[config.mk]
export PLATFORM = sky130hd
export DESIGN_NAME = obi_mem_arbiter
export DESIGN_NICKNAME = d
export VERILOG_FILES = /design/src/rtl/obi_mem_arbiter.sv
export SDC_FILE = /design/constraint.sdc
export NUM_CORES = 1
export LEC_CHECK = 0
export CORE_AREA = 2 2 108 110
export DETAILED_ROUTE_END_ITERATION = 10
export DIE_AREA = 0 0 110 112
export RECOVER_POWER = 50
export SYNTH_ARGS = -nofsm -noshare
export SYNTH_HDL_FRONTEND = slang
export SYNTH_SLANG_ARGS = --single-unit
[constraint.sdc]
create_clock -name clk_i -period 1.85 [get_ports clk_i]
set_input_delay 0.185 -clock clk_i [delete_from_list [all_inputs] [get_ports clk_i]]
set_output_delay 0.185 -clock clk_i [all_outputs]
set_load 0.02 [all_outputs]
[src/rtl/obi_mem_arbiter.sv]
// Two-master (instr/data) to one-slave OBI arbiter with round-robin selection,
// address-phase hold until grant, and an ID queue routing responses back.
module obi_mem_arbiter #(
  parameter int unsigned MAX_OUTSTANDING = 2,
  parameter int unsigned CNT_W           = $clog2(MAX_OUTSTANDING + 1)
) (
  input  logic              clk_i,
  input  logic              reset,
  input  logic              instr_req_i,
  input  logic [31:0]       instr_addr_i,
  output logic              instr_gnt_o,
  output logic              instr_rvalid_o,
  output logic [31:0]       instr_rdata_o,
  input  logic              data_req_i,
  input  logic              data_we_i,
  input  logic [3:0]        data_be_i,
  input  logic [31:0]       data_addr_i,
  input  logic [31:0]       data_wdata_i,
  output logic              data_gnt_o,
  output logic              data_rvalid_o,
  output logic [31:0]       data_rdata_o,
  output logic              mem_req_o,
  output logic              mem_we_o,
  output logic [3:0]        mem_be_o,
  output logic [31:0]       mem_addr_o,
  output logic [31:0]       mem_wdata_o,
  input  logic              mem_gnt_i,
  input  logic              mem_rvalid_i,
  input  logic [31:0]       mem_rdata_i,
  output logic [CNT_W-1:0]  outstanding_o,
  output logic              protocol_err_o
);

  localparam int unsigned PTR_W = (MAX_OUTSTANDING > 1) ? $clog2(MAX_OUTSTANDING) : 1;
  localparam logic [CNT_W-1:0] CNT_MAX  = CNT_W'(MAX_OUTSTANDING);
  localparam logic [PTR_W-1:0] PTR_LAST = PTR_W'(MAX_OUTSTANDING - 1);

  typedef enum logic {ST_IDLE, ST_HOLD} state_e;
  typedef enum logic {SEL_INSTR = 1'b0, SEL_DATA = 1'b1} sel_e;

  state_e           state;
  sel_e             lock_sel;
  sel_e             last_sel;
  sel_e             sel;
  sel_e             head;
  sel_e             id_q [MAX_OUTSTANDING];
  logic [PTR_W-1:0] wr_ptr;
  logic [PTR_W-1:0] rd_ptr;
  logic [CNT_W-1:0] count;
  logic             err_q;
  logic             full;
  logic             empty;
  logic             sel_req;
  logic             req_int;
  logic             handshake;
  logic             pop;

  function automatic logic [PTR_W-1:0] ptr_inc(input logic [PTR_W-1:0] p);
    return (p == PTR_LAST) ? '0 : p + PTR_W'(1);
  endfunction

  // Master selection: locked while holding, otherwise round-robin on ties
  always_comb begin
    sel = SEL_INSTR;
    if (state == ST_HOLD) begin
      sel = lock_sel;
    end else if (instr_req_i && data_req_i) begin
      sel = (last_sel == SEL_INSTR) ? SEL_DATA : SEL_INSTR;
    end else if (data_req_i) begin
      sel = SEL_DATA;
    end
  end

  assign full      = (count == CNT_MAX);
  assign empty     = (count == '0);
  assign sel_req   = (sel == SEL_DATA) ? data_req_i : instr_req_i;
  assign req_int   = sel_req && !full;
  assign handshake = req_int && mem_gnt_i;
  // Pop only against the pre-push occupancy so a same-cycle push cannot be answered
  assign pop       = mem_rvalid_i && !empty;
  assign head      = id_q[rd_ptr];

  // Address phase, grants and response routing; everything forced low in reset
  always_comb begin
    mem_req_o      = 1'b0;
    mem_we_o       = 1'b0;
    mem_be_o       = 4'h0;
    mem_addr_o     = '0;
    mem_wdata_o    = '0;
    instr_gnt_o    = 1'b0;
    data_gnt_o     = 1'b0;
    instr_rvalid_o = 1'b0;
    data_rvalid_o  = 1'b0;
    instr_rdata_o  = '0;
    data_rdata_o   = '0;
    if (!reset) begin
      mem_req_o      = req_int;
      mem_we_o       = (sel == SEL_DATA) ? data_we_i : 1'b0;
      mem_be_o       = (sel == SEL_DATA) ? data_be_i : 4'hF;
      mem_addr_o     = (sel == SEL_DATA) ? data_addr_i : instr_addr_i;
      mem_wdata_o    = (sel == SEL_DATA) ? data_wdata_i : 32'h0;
      instr_gnt_o    = handshake && (sel == SEL_INSTR);
      data_gnt_o     = handshake && (sel == SEL_DATA);
      instr_rvalid_o = pop && (head == SEL_INSTR);
      data_rvalid_o  = pop && (head == SEL_DATA);
      instr_rdata_o  = mem_rdata_i;
      data_rdata_o   = mem_rdata_i;
    end
  end

  assign outstanding_o  = count;
  assign protocol_err_o = err_q;

  // Hold FSM: latch the selection while the address phase waits for grant
  always_ff @(posedge clk_i or posedge reset) begin
    if (reset) begin
      state    <= ST_IDLE;
      lock_sel <= SEL_INSTR;
    end else begin
      case (state)
        ST_IDLE: begin
          if (req_int && !mem_gnt_i) begin
            state    <= ST_HOLD;
            lock_sel <= sel;
          end
        end
        ST_HOLD: begin
          if (!full && (mem_gnt_i || !sel_req)) begin
            state <= ST_IDLE;
          end
        end
        default: state <= ST_IDLE;
      endcase
    end
  end

  // ID queue, occupancy counter, round-robin history and sticky error flag
  always_ff @(posedge clk_i or posedge reset) begin
    if (reset) begin
      for (int i = 0; i < int'(MAX_OUTSTANDING); i++) begin
        id_q[i] <= SEL_INSTR;
      end
      wr_ptr   <= '0;
      rd_ptr   <= '0;
      count    <= '0;
      last_sel <= SEL_INSTR;
      err_q    <= 1'b0;
    end else begin
      if (handshake) begin
        id_q[wr_ptr] <= sel;
        wr_ptr       <= ptr_inc(wr_ptr);
        last_sel     <= sel;
      end
      if (pop) begin
        rd_ptr <= ptr_inc(rd_ptr);
      end
      case ({handshake, pop})
        2'b10:   count <= count + CNT_W'(1);
        2'b01:   count <= count - CNT_W'(1);
        default: count <= count;
      endcase
      if (mem_rvalid_i && empty) begin
        err_q <= 1'b1;
      end
    end
  end

endmodule

# After elaboration in Yosys (flattened, before gate mapping)
# Index checks and enable logic that the tools add are counted.
dict set report classes {
  n_addsub 4
  n_lt_le_gt_ge 3
  n_eq_ne 3
  mux 31
  bitwise 5
  reduce_logical 20
}
# op count
set ops {}
lappend ops {{32-bit 2-to-1 mux} 5}
lappend ops {{1-bit 2-to-1 mux} 20}
lappend ops {{1-bit logical AND} 12}
lappend ops {{4-bit 2-to-1 mux} 2}
lappend ops {{2-bit == test, second input constant} 2}
lappend ops {{2-bit >= comparator, second input constant} 2}
lappend ops {{1-bit zero test} 4}
lappend ops {{1-bit inverter with 2-bit output} 2}
lappend ops {{2-bit one-hot mux with 2 select lines} 1}
lappend ops {{1-bit inverter} 3}
lappend ops {{1-bit adder, second input constant} 2}
lappend ops {{2-bit by 1-bit adder with 2-bit output, second input constant} 1}
lappend ops {{2-bit bitwise mux} 1}
lappend ops {{2-bit by 1-bit == test with 1-bit output, second input constant} 1}
lappend ops {{2-bit zero test} 1}
lappend ops {{2-bit by 1-bit less-than comparator with 1-bit output, second input constant} 1}
lappend ops {{1-bit one-hot mux with 2 select lines} 1}
lappend ops {{2-bit AND reduction} 1}
lappend ops {{2-bit nonzero test} 1}
lappend ops {{2-bit by 1-bit subtractor with 2-bit output, second input constant} 1}
lappend ops {{1-bit demux with 1-bit select} 1}
lappend ops {{1-bit logical OR} 1}
dict set report word_totals {
  ff_bits 10
  in_bits 139
  output_inout_bits 141
  elab_cells 75
}

# Depth between registers and ports, before layout
# Gate-level depths: netlist of the first run.
dict set report logic_depth {
  ltp_word 9
  ltp_mapped 7
  ltp_nobuf 4
}

# Least setup slack after synthesis of the first run
# No wires, ideal clock.
dict set report synth_path {
  path_type {register to output}
  startpoint {register count[0], in the netlist outstanding_o[0]}
  endpoint {output data_gnt_o}
  arrival_time_ns 1.487
  required_time_ns 1.665
  path_slack_ns 0.178
  path_stages_with_launch 4
  n_path_buf 0
  path_cell_list {dfrtp_1 > nand2b_1 > o2111ai_4 > nor3_1}
}
dict set report synth_between {
  elab_chain_cells 6
}
# element line
set synth_lines {}
lappend synth_lines {{start, declared} 49} ;# logic [CNT_W-1:0] count;
lappend synth_lines {{start signal, assigned} 158} ;# 2'b10: count <= count + CNT_W'(1);
lappend synth_lines {{start signal, assigned} 159} ;# 2'b01: count <= count - CNT_W'(1);
lappend synth_lines {{start signal, assigned} 160} ;# default: count <= count;
lappend synth_lines {{2-bit == test} 74} ;# assign full = (count == CNT_MAX);
lappend synth_lines {{1-bit zero test} 77} ;# assign req_int = sel_req && !full;
lappend synth_lines {{1-bit logical AND} 77}
lappend synth_lines {{1-bit logical AND} 78} ;# assign handshake = req_int && mem_gnt_i;
lappend synth_lines {{1-bit logical AND} 103} ;# data_gnt_o = handshake && (sel == SEL_DATA);
lappend synth_lines {{1-bit 2-to-1 mux} 96} ;# if (!reset) begin
lappend synth_lines {{end, declared} 19} ;# output logic data_gnt_o,
# No other way between the ends.

# Worst setup path after layout of the first run
dict set report layout_path {
  startpoint {register last_sel}
  endpoint {output mem_addr_o[10]}
}
dict set report layout_between {
  elab_chain_cells 5
}
# element line
set layout_lines {}
lappend layout_lines {{start, declared} 43} ;# sel_e last_sel;
lappend layout_lines {{start signal, assigned} 152} ;# last_sel <= sel;
lappend layout_lines {{1-bit 2-to-1 mux} 68} ;# sel = (last_sel == SEL_INSTR) ? SEL_DATA : SEL_INSTR;
lappend layout_lines {{1-bit 2-to-1 mux} 67} ;# end else if (instr_req_i && data_req_i) begin
lappend layout_lines {{1-bit 2-to-1 mux} 65} ;# if (state == ST_HOLD) begin
lappend layout_lines {{32-bit 2-to-1 mux} 100} ;# mem_addr_o = (sel == SEL_DATA) ? data_addr_i : instr_addr_i;
lappend layout_lines {{32-bit 2-to-1 mux} 96}
lappend layout_lines {{end, declared} 25} ;# output logic [31:0] mem_addr_o,
# No other way between the ends.

==> summary.txt, run 1 <==
Status
  • Run status: complete, but fails checks
  • Failing checks: setup timing

Job
  • Max Cap Viol: 0

Floorplan
  • Die width: roughly 110 um
  • Ports: between 200 and 300
  • Die Ht: about 110 um
  • Full die area: ~12000 um^2
  • Core region area: roughly 11000 um^2
  • # rows: 39
  • Initial Util: 15.9%

Cells and area
  • FF+latch area: 251 um^2
  • Area growth, synth to finish: 176%
  • Fraction of layout cells with a size suffix above 1: between 20% and 30%
  • Ant diodes: 0
  • Fill cells: roughly 1.1k
  • Area of the multi-input gates: ~1300 um^2
  • Nets: between 600 and 700

GRT
  • Vias in the first global route: ~2.7k
  • First-pass GRT wire length: between 10000 and 15000 um
  • Overflow after GRT: 0
  • Initial antenna violation count: 0
  • Total track usage: 15.3%
  • Largest net degree at the start of global routing: 44

Power and ir drop
  • Clock power share: 10.6%
  • Internal power: 0.00229 W
  • Sw Share: around 43%
  • Sequential share of power: about a tenth
  • Power Dens Cells: slightly above 800 nW/um^2
  • Lkg Pwr: roughly 2.2 nW
  • Power share of the combinational group: 79.5%
  • Total power: ~0.0040 W
  • Max VDD drop: between 600 and 700 uV
  • Psw: 0.00171 W

STA
  • Post-layout min period: just under 2 ns
  • Fin. Hold Viols: 0
  • Final Setup Violations: 47
  • Fmax: ~0.52 GHz
  • Final setup TNS: -1.53 ns
  • Final worst slack: -0.0899 ns
  • Worst Hold Slack: approximately 0.18 ns
  • Slew @ Worst Pin: 0.365 ns
  • Final period util: 105%
  • Max_slew headroom: 75.7%
  • RSZ-0062 raised after global routing: yes
  • Final Max Tran Viols: 0
  • Clk_skew: 0.00283 ns

Setup path
  • CP arrival: between 1.5 and 2 ns
  • Setup crit start kind: register
  • Max FO, Critical Path: 8
  • Nature of the critical path endpoint: output pin
  • Flop2flop setup slack: 0.14 ns
  • FF-to-FF path depth: 6
  • CP required: 1.66 ns
  • Setup Crit Path Kind: reg2out

Min path
  • HP Class: in2async

Yosys
  • EDFF count, synth: 0
  • Seq/Total Area, Yosys: between 10% and 20%
  • Yosys cell types: 35
  • Synthesized flop and latch total: 10
  • Warnings, synthesis: 0
  • Mapped cell area: about 1800 um^2
  • Most frequent cell after synthesis: nand2_1
  • Primary FF master, synth: dfrtp_1
  • Most frequent cells after synthesis: 66 x nand2_1, 33 x a21oi_1, 33 x and3_1, 32 x buf_4, 32 x nor2b_1
  • Syn nets: ~420
  • Mean Syn Cell Area: between 6 and 7 um^2
  • Area leader, netlist: dfrtp_1
  • Post-synthesis async set-or-reset flop share: 100%
  • Top cell type's share of synthesized area: about 14%
  • Gate Count Post-Synth: 278
  • Synth area leaders: dfrtp_1 14%, nand2_1 14%, buf_4 14%

Clock tree
  • TritonCTS Buffers: 3
  • Clock sink count: 10
  • Worst-Skew Late Latency: approximately 0.23 ns
  • Hold Buf Count CTS: 0
  • Root Driver: clkbuf_16
  • Clock tree buffer depth: 2
  • Worst-path clk slew: 0.04 ns
  • CTS HTree Levels: 1
  • CTS tree: yes

Routing
  • Drt drc: 0
  • Post-Route WL: 10800 um
  • Vias: 2902
  • Detail Route Antenna Nets: 0
  • 1st-iter DRT viols: about 140
  • Vias per inst: between 4 and 5
  • TritonRoute pass-1 iters: 4
  • DR WL/cell: 15.8 um

Place
  • Place WS: -0.534 ns
  • # port buffers: approximately 280
  • HPWL after DPL: 8490 um
  • GPL Wtd Cong: between 0.8 and 0.9
[layout make-up]
cell class              instances  share of cell area (%)
inverters                       4                   0.307
repair buffers                314                    63.3
well taps                     143                    3.66
clock buffers                   4                    1.81
flip-flops and latches         10                    5.14
multi-input cells             209                    25.8
[through the flow]
step / area [um^2] / utilization, % / instances
after floorplan: 1770 / - / 278
after global placement: 4630 / 41.4 / 669
after detailed placement: 4630 / 41.4 / 669
after CTS: 4670 / 41.8 / 681
after global routing: 4890 / 43.8 / 684
final: 4890 / 43.8 / 684
[power by group through the flow]
stage               sequential (W)  combinational [W]  clock [W]
floorplan                 0.000416            0.00142          0
global placement          0.000387            0.00275          0
detailed placement        0.000392            0.00278          0
CTS                       0.000392            0.00299   0.000431
global route              0.000409            0.00340   0.000443
finish                    0.000394            0.00318   0.000424
[layout by cell type, fill, tap and decap left out, types with 2 or more instances in the layout]
master and instances:
buf_2 13, clkdlybuf4s50_1 171, nor3_1 2, dlygate4sd3_1 32, clkbuf_1 4, o31ai_1 3, dlygate4sd2_1 3, buf_4 52
nor2_1 10, a21oi_1 21, buf_16 3, nand2_2 7, nand2b_1 2, clkbuf_16 5, xnor2_1 4, o21ai_0 4
buf_6 26, nor2b_1 32, and3_4 8, and3_1 25, nand3_1 2, a21oi_2 11, dfrtp_1 9, inv_1 4
nand2_1 58, buf_12 7
[worst paths after layout]
| kind | end | startpoint |
|---|---|---|
| min reg2reg | protocol_err_o$_DFFE_PP0P_ | protocol_err_o$_DFFE_PP0P_ |
| min in group clk_i | protocol_err_o$_DFFE_PP0P_ | protocol_err_o$_DFFE_PP0P_ |
| max reg2reg | outstanding_o[1]$_DFFE_PP0P_ | state$_DFF_PP0_ |
| max | mem_addr_o[10] | last_sel$_DFFE_PP0P_ |
| max in group asynchronous | state$_DFF_PP0_ | reset |
| min | outstanding_o[0]$_DFFE_PP0P_ | reset |
[layer usage]
metal / track usage [%] / vias to the layer above / share of wire [%]
met4: 2.78 / 0 / 0.90
met1: 17.5 / 1356 / 36
met2: 29.2 / 117 / 55
met5: 0 / - / 0
met3: 2.87 / 12 / 8.2
li1: - / 1417 / -
[what timing repair did]
action	4_1_cts	5_1_grt
pin swaps	11	9
setup buffers	5	1
resized for setup	348	66
endpoints found under the hold margin	0	0
setup endpoints to repair	74	68
cloned	3	2
[critical path, cell delays in order (launching register included)]
cell,delay [ns]
dfrtp_1,0.39
a21bo_4,0.24
o21ai_4,0.16
buf_6,0.14
buf_12,0.11
buf_16,0.12
nand2_1,0.06
a21oi_1,0.13
buf_4,0.17
[kinds of logic after synthesis]
family | share of synthesized area, %
and+or+nand+nor | 43.4
muxes | 1.41
DFF | 14.1
buffers and inverters | 21.8
xor gates and xnor gates | 1.98
AOI/OAI and AO/OA | 17.3
[registers in the layout (all words and copies together) (netlist names)]
name / flops
state: 1
lock_sel: 1
wr_ptr: 1
last_sel: 1
outstanding_o: 2
rd_ptr: 1
id_q: 2
protocol_err_o: 1
No activity file was read; power rests on OpenSTA's default activity.
==> run 2, diff against run 1 <==
--- a/config.mk
+++ b/config.mk
@@ -5,9 +5,10 @@
 export SDC_FILE = /design/constraint.sdc
 export NUM_CORES = 1
 export LEC_CHECK = 0
-export CORE_AREA = 2 2 108 110
+export CAP_MARGIN = 20
+export CORE_AREA = 3 3 106 108
 export DETAILED_ROUTE_END_ITERATION = 10
-export DIE_AREA = 0 0 110 112
+export DIE_AREA = 0 0 109 111
 export RECOVER_POWER = 50
 export SYNTH_ARGS = -nofsm -noshare
 export SYNTH_HDL_FRONTEND = slang
==> summary.txt, run 2 (same netlist as run 1, synthesis figures left out) <==
Cells and area
  • Commonest non-fill, non-tap cell in the layout: clkdlybuf4s50_1
  • Area growth, synth to finish: 190%
  • Final core utilization: 49.7% (+5.9 points)
  • Fill cells: 987 (-12%)
  • Ant diodes: 0 (unchanged)
  • Most frequent cells in the layout: 177 x clkdlybuf4s50_1, 54 x buf_4, 41 x nand2_1
  • Fraction of layout cells with a size suffix above 1: 32.8% (+6.2 points)
  • Nets: 688 (+1.0%)
  • Finished Layout Cells: 684 (unchanged)

Routing
  • Drt drc: 0 (unchanged)
  • Post-Route WL: 10800 um (about the same)
  • DR WL/cell: 15.8 um (about the same)
  • TritonRoute pass-1 iters: 4 (unchanged)
  • Vias: 2889 (-0.45%)
  • Detail Route Antenna Nets: 0 (unchanged)
  • Vias per inst: 4.22 (-0.45%)
  • 1st-iter DRT viols: 123 (-13%)

Floorplan
  • # rows: 37 (-5.1%)
  • Die Ht: 111 um (-0.89%)
  • Die width: 109 um (-0.91%)
  • Core region area: 10300 um^2 (-7.6%)
  • Ports: 280 (unchanged)
  • Full die area: 12100 um^2 (-1.8%)
  • Initial Util: 17.2% (+1.3 points)

Clock tree
  • Clock sink count: 10 (unchanged)
  • Worst-path clk slew: 0.05 ns (about the same)
  • Root Driver: clkbuf_8
  • Hold Buf Count CTS: 0 (unchanged)
  • Clock tree buffer depth: 2 (unchanged)
  • CTS HTree Levels: 1 (unchanged)
  • TritonCTS Buffers: 3 (unchanged)
  • Worst-Skew Late Latency: 0.23 ns (about the same)
  • CTS tree: yes

Setup path
  • Max FO, Critical Path: 6 (-2)
  • CP arrival: 1.80 ns (+0.05 ns)
  • Crit Reg-Reg Endpoint: outstanding_o[1]$_DFFE_PP0P_
  • CP required: 1.66 ns (about the same)
  • Setup Crit Path Kind: reg2out
  • Worst setup path startpoint: last_sel$_DFFE_PP0P_
  • Flop2flop setup slack: 0.19 ns (+0.05 ns)
  • Worst R2R Start: state$_DFF_PP0_
  • Nature of the critical path endpoint: output pin
  • Setup crit start kind: register
  • FF-to-FF path depth: 6 (unchanged)
  • Worst Setup EP: mem_addr_o[28]

Place
  • Post-Place Cells: 664 (-0.75%)
  • GPL Wtd Cong: 0.886 (+2.5%)
  • Place WS: -0.573 ns (-0.0390 ns)
  • # port buffers: 279 (unchanged)
  • HPWL after DPL: 8220 um (-3.1%)

Status
  • Run status: complete, but fails checks
  • Failing checks: setup timing

GRT
  • Vias in the first global route: 2971 (+9.0%)
  • Initial antenna violation count: 0 (unchanged)
  • Largest net degree at the start of global routing: 56 (+27%)
  • First-pass GRT wire length: 16100 um (+7.7%)
  • Overflow after GRT: 0 (unchanged)
  • Total track usage: 16.4% (+1.1 points)

STA
  • Final worst slack: -0.131 ns (-0.0411 ns)
  • Fin. Hold Viols: 0 (unchanged)
  • Clk_skew: 0.000374 ns (-0.00245 ns)
  • Worst Hold Slack: 0.180 ns (+0.00403 ns)
  • Final Max Tran Viols: 0 (unchanged)
  • Fmax: 0.505 GHz (-2.1%)
  • Max_slew headroom: 57.2% (-18 points)
  • Final setup TNS: -4.09 ns (-2.56 ns)
  • Slew @ Worst Pin: 0.635 ns (+0.270 ns)
  • Final Setup Violations: 60 (+28%)
  • Final period util: 107% (+2.2 points)
  • Post-layout min period: 1.98 ns (+0.0411 ns)
  • RSZ-0062 raised after global routing: yes

Power and ir drop
  • Max VDD drop: 562 uV (-19%)
  • Power Dens Cells: 818 nW/um^2 (+0.14%)
  • Lkg Pwr: 2.32 nW (+5.0%)

Job
  • Max Cap Viol: 0 (unchanged)

Min path
  • HP Class: in2async
-- run 2: changes by cell type in the layout (fill, tap and decap cells not counted), sizes merged --
cell | previous run | this run
dlygate4sd3 | 32 | 25
buf | 101 | 107
clkdlybuf4s50 | 171 | 177
bufbuf | 0 | 1
dlygate4sd2 | 3 | 4
-- run 2: final cells by class --
type                       instances  area, um^2  area share (%)
clock buffer                       4        55.1            1.07
inverter                           4        15.0           0.292
multi-input combinational        209        1420            27.7
sequential                        10         250            4.87
tap                              136         170            3.31
timing repair buffer             321        3220            62.8
-- run 2: where the power goes --
| group | internal, W | switching [W] |
|---|---|---|
| combinational | 0.00187 | 0.00167 |
| sequential | 0.000316 | 0.0000697 |
| clock | 0.000187 | 0.0000870 |
-- run 2: worst min path at each step --
stage / slack, ns / cells past startpoint / endpoint
2_1_floorplan: 0.27 / 1 / state$_DFF_PP0_
3_3_place_gp: 0.31 / 3 / lock_sel$_DFFE_PP0P_
3_5_place_dp: 0.31 / 3 / lock_sel$_DFFE_PP0P_
4_1_cts: 0.06 / 3 / lock_sel$_DFFE_PP0P_
5_1_grt: 0.26 / 3 / rd_ptr$_DFFE_PP0P_
6_report: 0.18 / 3 / lock_sel$_DFFE_PP0P_
-- run 2: critical path, stage by stage (launching register included) --
cell and delay, ns:
dfrtp_1 0.40, a21bo_4 0.24, o21ai_4 0.18, buf_12 0.14
buf_12 0.11, clkbuf_16 0.15, nand2_1 0.05, a21oi_1 0.12
buf_4 0.16
-- run 2: repair_timing --
item                                    CTS  global route
gates cloned                              5             2
buffers inserted                         10             1
hold endpoints to repair                  0             0
endpoints found under the setup margin   74            71
resized for setup                       417            48
pin swaps                                33            23
-- run 2: routing by layer --
layer	global-route usage, %	share of wire [%]	wire length (um)
met2	32.4	55	5900
met4	3.62	1.7	185
met1	17.4	36	3900
met5	0	0	0
met3	3.26	7.7	834
-- run 2: through the flow --
stage,instance area (um^2),power [W]
global placement,4630,0.00315
CTS,4990,0.00412
floorplan,1770,0.00184
global route,5130,0.00448
finish,5130,0.00420
detailed placement,4630,0.00317
==> run 3, diff against run 2 <==
--- a/config.mk
+++ b/config.mk
@@ -6,9 +6,13 @@
 export NUM_CORES = 1
 export LEC_CHECK = 0
 export CAP_MARGIN = 20
-export CORE_AREA = 3 3 106 108
+export CELL_PAD_IN_SITES_DETAIL_PLACEMENT = 1
+export CELL_PAD_IN_SITES_GLOBAL_PLACEMENT = 2
+export CORE_ASPECT_RATIO = 1.75
+export CORE_MARGIN = 3
+export CORE_UTILIZATION = 10
 export DETAILED_ROUTE_END_ITERATION = 10
-export DIE_AREA = 0 0 109 111
+export PLACE_DENSITY_LB_ADDON = 0.1
 export RECOVER_POWER = 50
 export SYNTH_ARGS = -nofsm -noshare
 export SYNTH_HDL_FRONTEND = slang
==> summary.txt, run 3 (same netlist as run 1, synthesis figures left out) <==
Status
  • Run status: complete, but fails checks
  • Failing checks: setup timing

Floorplan
  • Ports: 280 (unchanged)
  • Die Ht: 182 um (+64%)
  • Die width: 107 um (-2.2%)
  • # rows: 63 (+70%)
  • Full die area: 19400 um^2 (+61%)
  • Initial Util: 10.3% (-6.9 points)
  • Core region area: 17200 um^2 (+66%)

Setup path
  • Crit-path cells: a21bo_4 -> o21ai_4 -> buf_12 -> buf_6 -> clkbuf_16 -> and3_1 -> buf_6
  • Cell family with most CP delay: buffers and inverters
  • Buf/Inv on CP: 4 (unchanged)
  • Setup crit start kind: register
  • CP arrival: 1.76 ns (-0.04 ns)
  • Max stage delay on crit path: 0.40 ns (about the same)
  • CP required: 1.66 ns (about the same)
  • Nature of the critical path endpoint: output pin
  • Slowest CP cell: dfrtp_1
  • Max FO, Critical Path: 8 (+2)
  • Most frequent cell on the critical path: buf_6
  • Setup Crit Path Kind: reg2out

Routing
  • WL met1: 4420 um (+13%)
  • Post-Route WL: 14100 um (+30%)
  • DR WL/cell: 18.1 um (+14%)
  • Met3 wire len: 961 um (+15%)
  • Top Layer Used: met4
  • 1st-iter DRT viols: 44 (-64%)
  • Detail Route Antenna Nets: 0 (unchanged)
  • Vias: 2962 (+2.5%)
  • Met2 WL: 8620 um (+46%)
  • Vias per inst: 3.82 (-9.6%)
  • TritonRoute pass-1 iters: 4 (unchanged)
  • Drt drc: 0 (unchanged)

GRT
  • Vias in the first global route: 3100 (+4.3%)
  • Initial antenna violation count: 0 (unchanged)
  • Overflow after GRT: 0 (unchanged)
  • First-pass GRT wire length: 19800 um (+23%)
  • Largest net degree at the start of global routing: 56 (unchanged)
  • Total track usage: 13.3% (-3.2 points)

Place
  • GPL Wtd Cong: 0.737 (-17%)
  • Placed Instance Area: 4700 um^2 (+1.5%)
  • HPWL after DPL: 11000 um (+34%)
  • # port buffers: 279 (unchanged)
  • Place WS: -0.638 ns (-0.0647 ns)

Cells and area
  • Nets: 689 (+0.15%)
  • Area growth, synth to finish: 201%
  • Fraction of layout cells with a size suffix above 1: 33.5% (+0.67 points)
  • Ant diodes: 0 (unchanged)
  • Design area: 5340 um^2 (+3.9%)
  • Most frequent cells in the layout: 175 x clkdlybuf4s50_1, 52 x buf_6, 48 x nand2_1
  • Commonest non-fill, non-tap cell in the layout: clkdlybuf4s50_1

Clock tree
  • Clock sink count: 10 (unchanged)
  • Hold Buf Count CTS: 0 (unchanged)
  • CTS HTree Levels: 1 (unchanged)
  • CTS tree: yes
  • TritonCTS Buffers: 3 (unchanged)
  • Root Driver: clkbuf_16
  • Clock tree buffer depth: 2 (unchanged)
  • Worst-Skew Late Latency: 0.24 ns (about the same)
  • Worst-path clk slew: 0.04 ns (about the same)

STA
  • Final worst slack: -0.0925 ns (+0.0385 ns)
  • Fin. Hold Viols: 0 (unchanged)
  • Final setup TNS: -3.09 ns (+1.00 ns)
  • Worst Hold Slack: 0.233 ns (+0.0527 ns)
  • Slew @ Worst Pin: 0.598 ns (-0.0369 ns)
  • Clk_skew: 0.00207 ns (+0.00170 ns)
  • Fmax: 0.515 GHz (+2.0%)
  • Max_slew headroom: 60.1% (+2.9 points)
  • Final Setup Violations: 54 (-10%)
  • Final Max Tran Viols: 0 (unchanged)
  • Final period util: 105% (-2.1 points)
  • RSZ-0062 raised after global routing: yes
  • Post-layout min period: 1.94 ns (-0.0385 ns)

Power and ir drop
  • Power Dens Cells: 839 nW/um^2 (+2.5%)
  • Lkg Pwr: 2.25 nW (-2.9%)
  • Max VDD drop: 585 uV (+4.1%)

Job
  • Max Cap Viol: 0 (unchanged)

Min path
  • HP Class: in2async
[run 3: cell types whose count changed in the layout (fill, tap and decap cells not counted), moves of 5 or more]
| cell | previous run | this run |
|---|---|---|
| a21oi_1 | 8 | 14 |
| a21oi_2 | 25 | 19 |
| and3_1 | 24 | 13 |
| and3_4 | 9 | 20 |
| buf_2 | 7 | 1 |
| buf_4 | 54 | 42 |
| buf_6 | 34 | 52 |
| clkbuf_16 | 1 | 6 |
| nand2_1 | 41 | 48 |
| nand2_2 | 11 | 18 |
| nand2_4 | 14 | 0 |
[run 3: worst paths after layout]
check	startpoint	to	slack, ns	cells after the start
min in group clk_i	protocol_err_o$_DFFE_PP0P_	protocol_err_o$_DFFE_PP0P_	0.46	1
max reg2reg	state$_DFF_PP0_	outstanding_o[1]$_DFFE_PP0P_	0.05	6
max	last_sel$_DFFE_PP0P_	mem_wdata_o[28]	-0.09	7
max in group asynchronous	reset	wr_ptr$_DFFE_PP0P_	1.23	3
min	reset	state$_DFF_PP0_	0.23	3
min reg2reg	protocol_err_o$_DFFE_PP0P_	protocol_err_o$_DFFE_PP0P_	0.46	1
[run 3: cell type report]
cell class,instances,area [um^2]
Multi-Input combinational cell,209,1380
Timing Repair Buffer,322,3310
Sequential cell,10,250
Clock buffer,4,88.8
Inverter,4,15.0
Fill cell,2050,11800
Tap cell,227,284
[run 3: timing repair]
| action | CTS | global route |
|---|---|---|
| endpoints found under the hold margin | 0 | 0 |
| resized for setup | 405 | 65 |
| buffers inserted | 13 | 2 |
| endpoints found under the setup margin | 74 | 72 |
| cloned | 5 | 3 |
| pin swaps | 9 | 23 |
[run 3: worst register-to-register path: stages, from the launching register on]
cell and delay, ns:
dfrtp_1 0.37, clkbuf_1 0.26, mux2_4 0.34, o2111ai_2 0.24
clkbuf_1 0.26, o21bai_1 0.08, nor3b_2 0.15
[run 3: per-layer routing]
layer / GRT usage, % / up-vias
met2: 29.0 / 132
li1: - / 1428
met5: 0 / -
met1: 12.3 / 1397
met3: 2.80 / 5
met4: 1.38 / 0
[run 3: where the power goes]
| group | leakage [nW] | total [W] | switching, W | internal [W] |
|---|---|---|---|---|
| combinational | 2.09 | 0.00364 | 0.00173 | 0.00192 |
| sequential | 0.119 | 0.000385 | 0.0000691 | 0.000316 |
| clock | 0.0442 | 0.000445 | 0.000118 | 0.000327 |
[run 3: stage by stage]
| stage | total power, W | utilization [%] | std cells |
|---|---|---|---|
| floorplan | 0.00184 | - | 278 |
| global placement | 0.00323 | 27.4 | 752 |
| detailed placement | 0.00326 | 27.4 | 752 |
| CTS | 0.00443 | 29.9 | 774 |
| global route | 0.00479 | 31.0 | 776 |
| finish | 0.00447 | 31.0 | 776 |
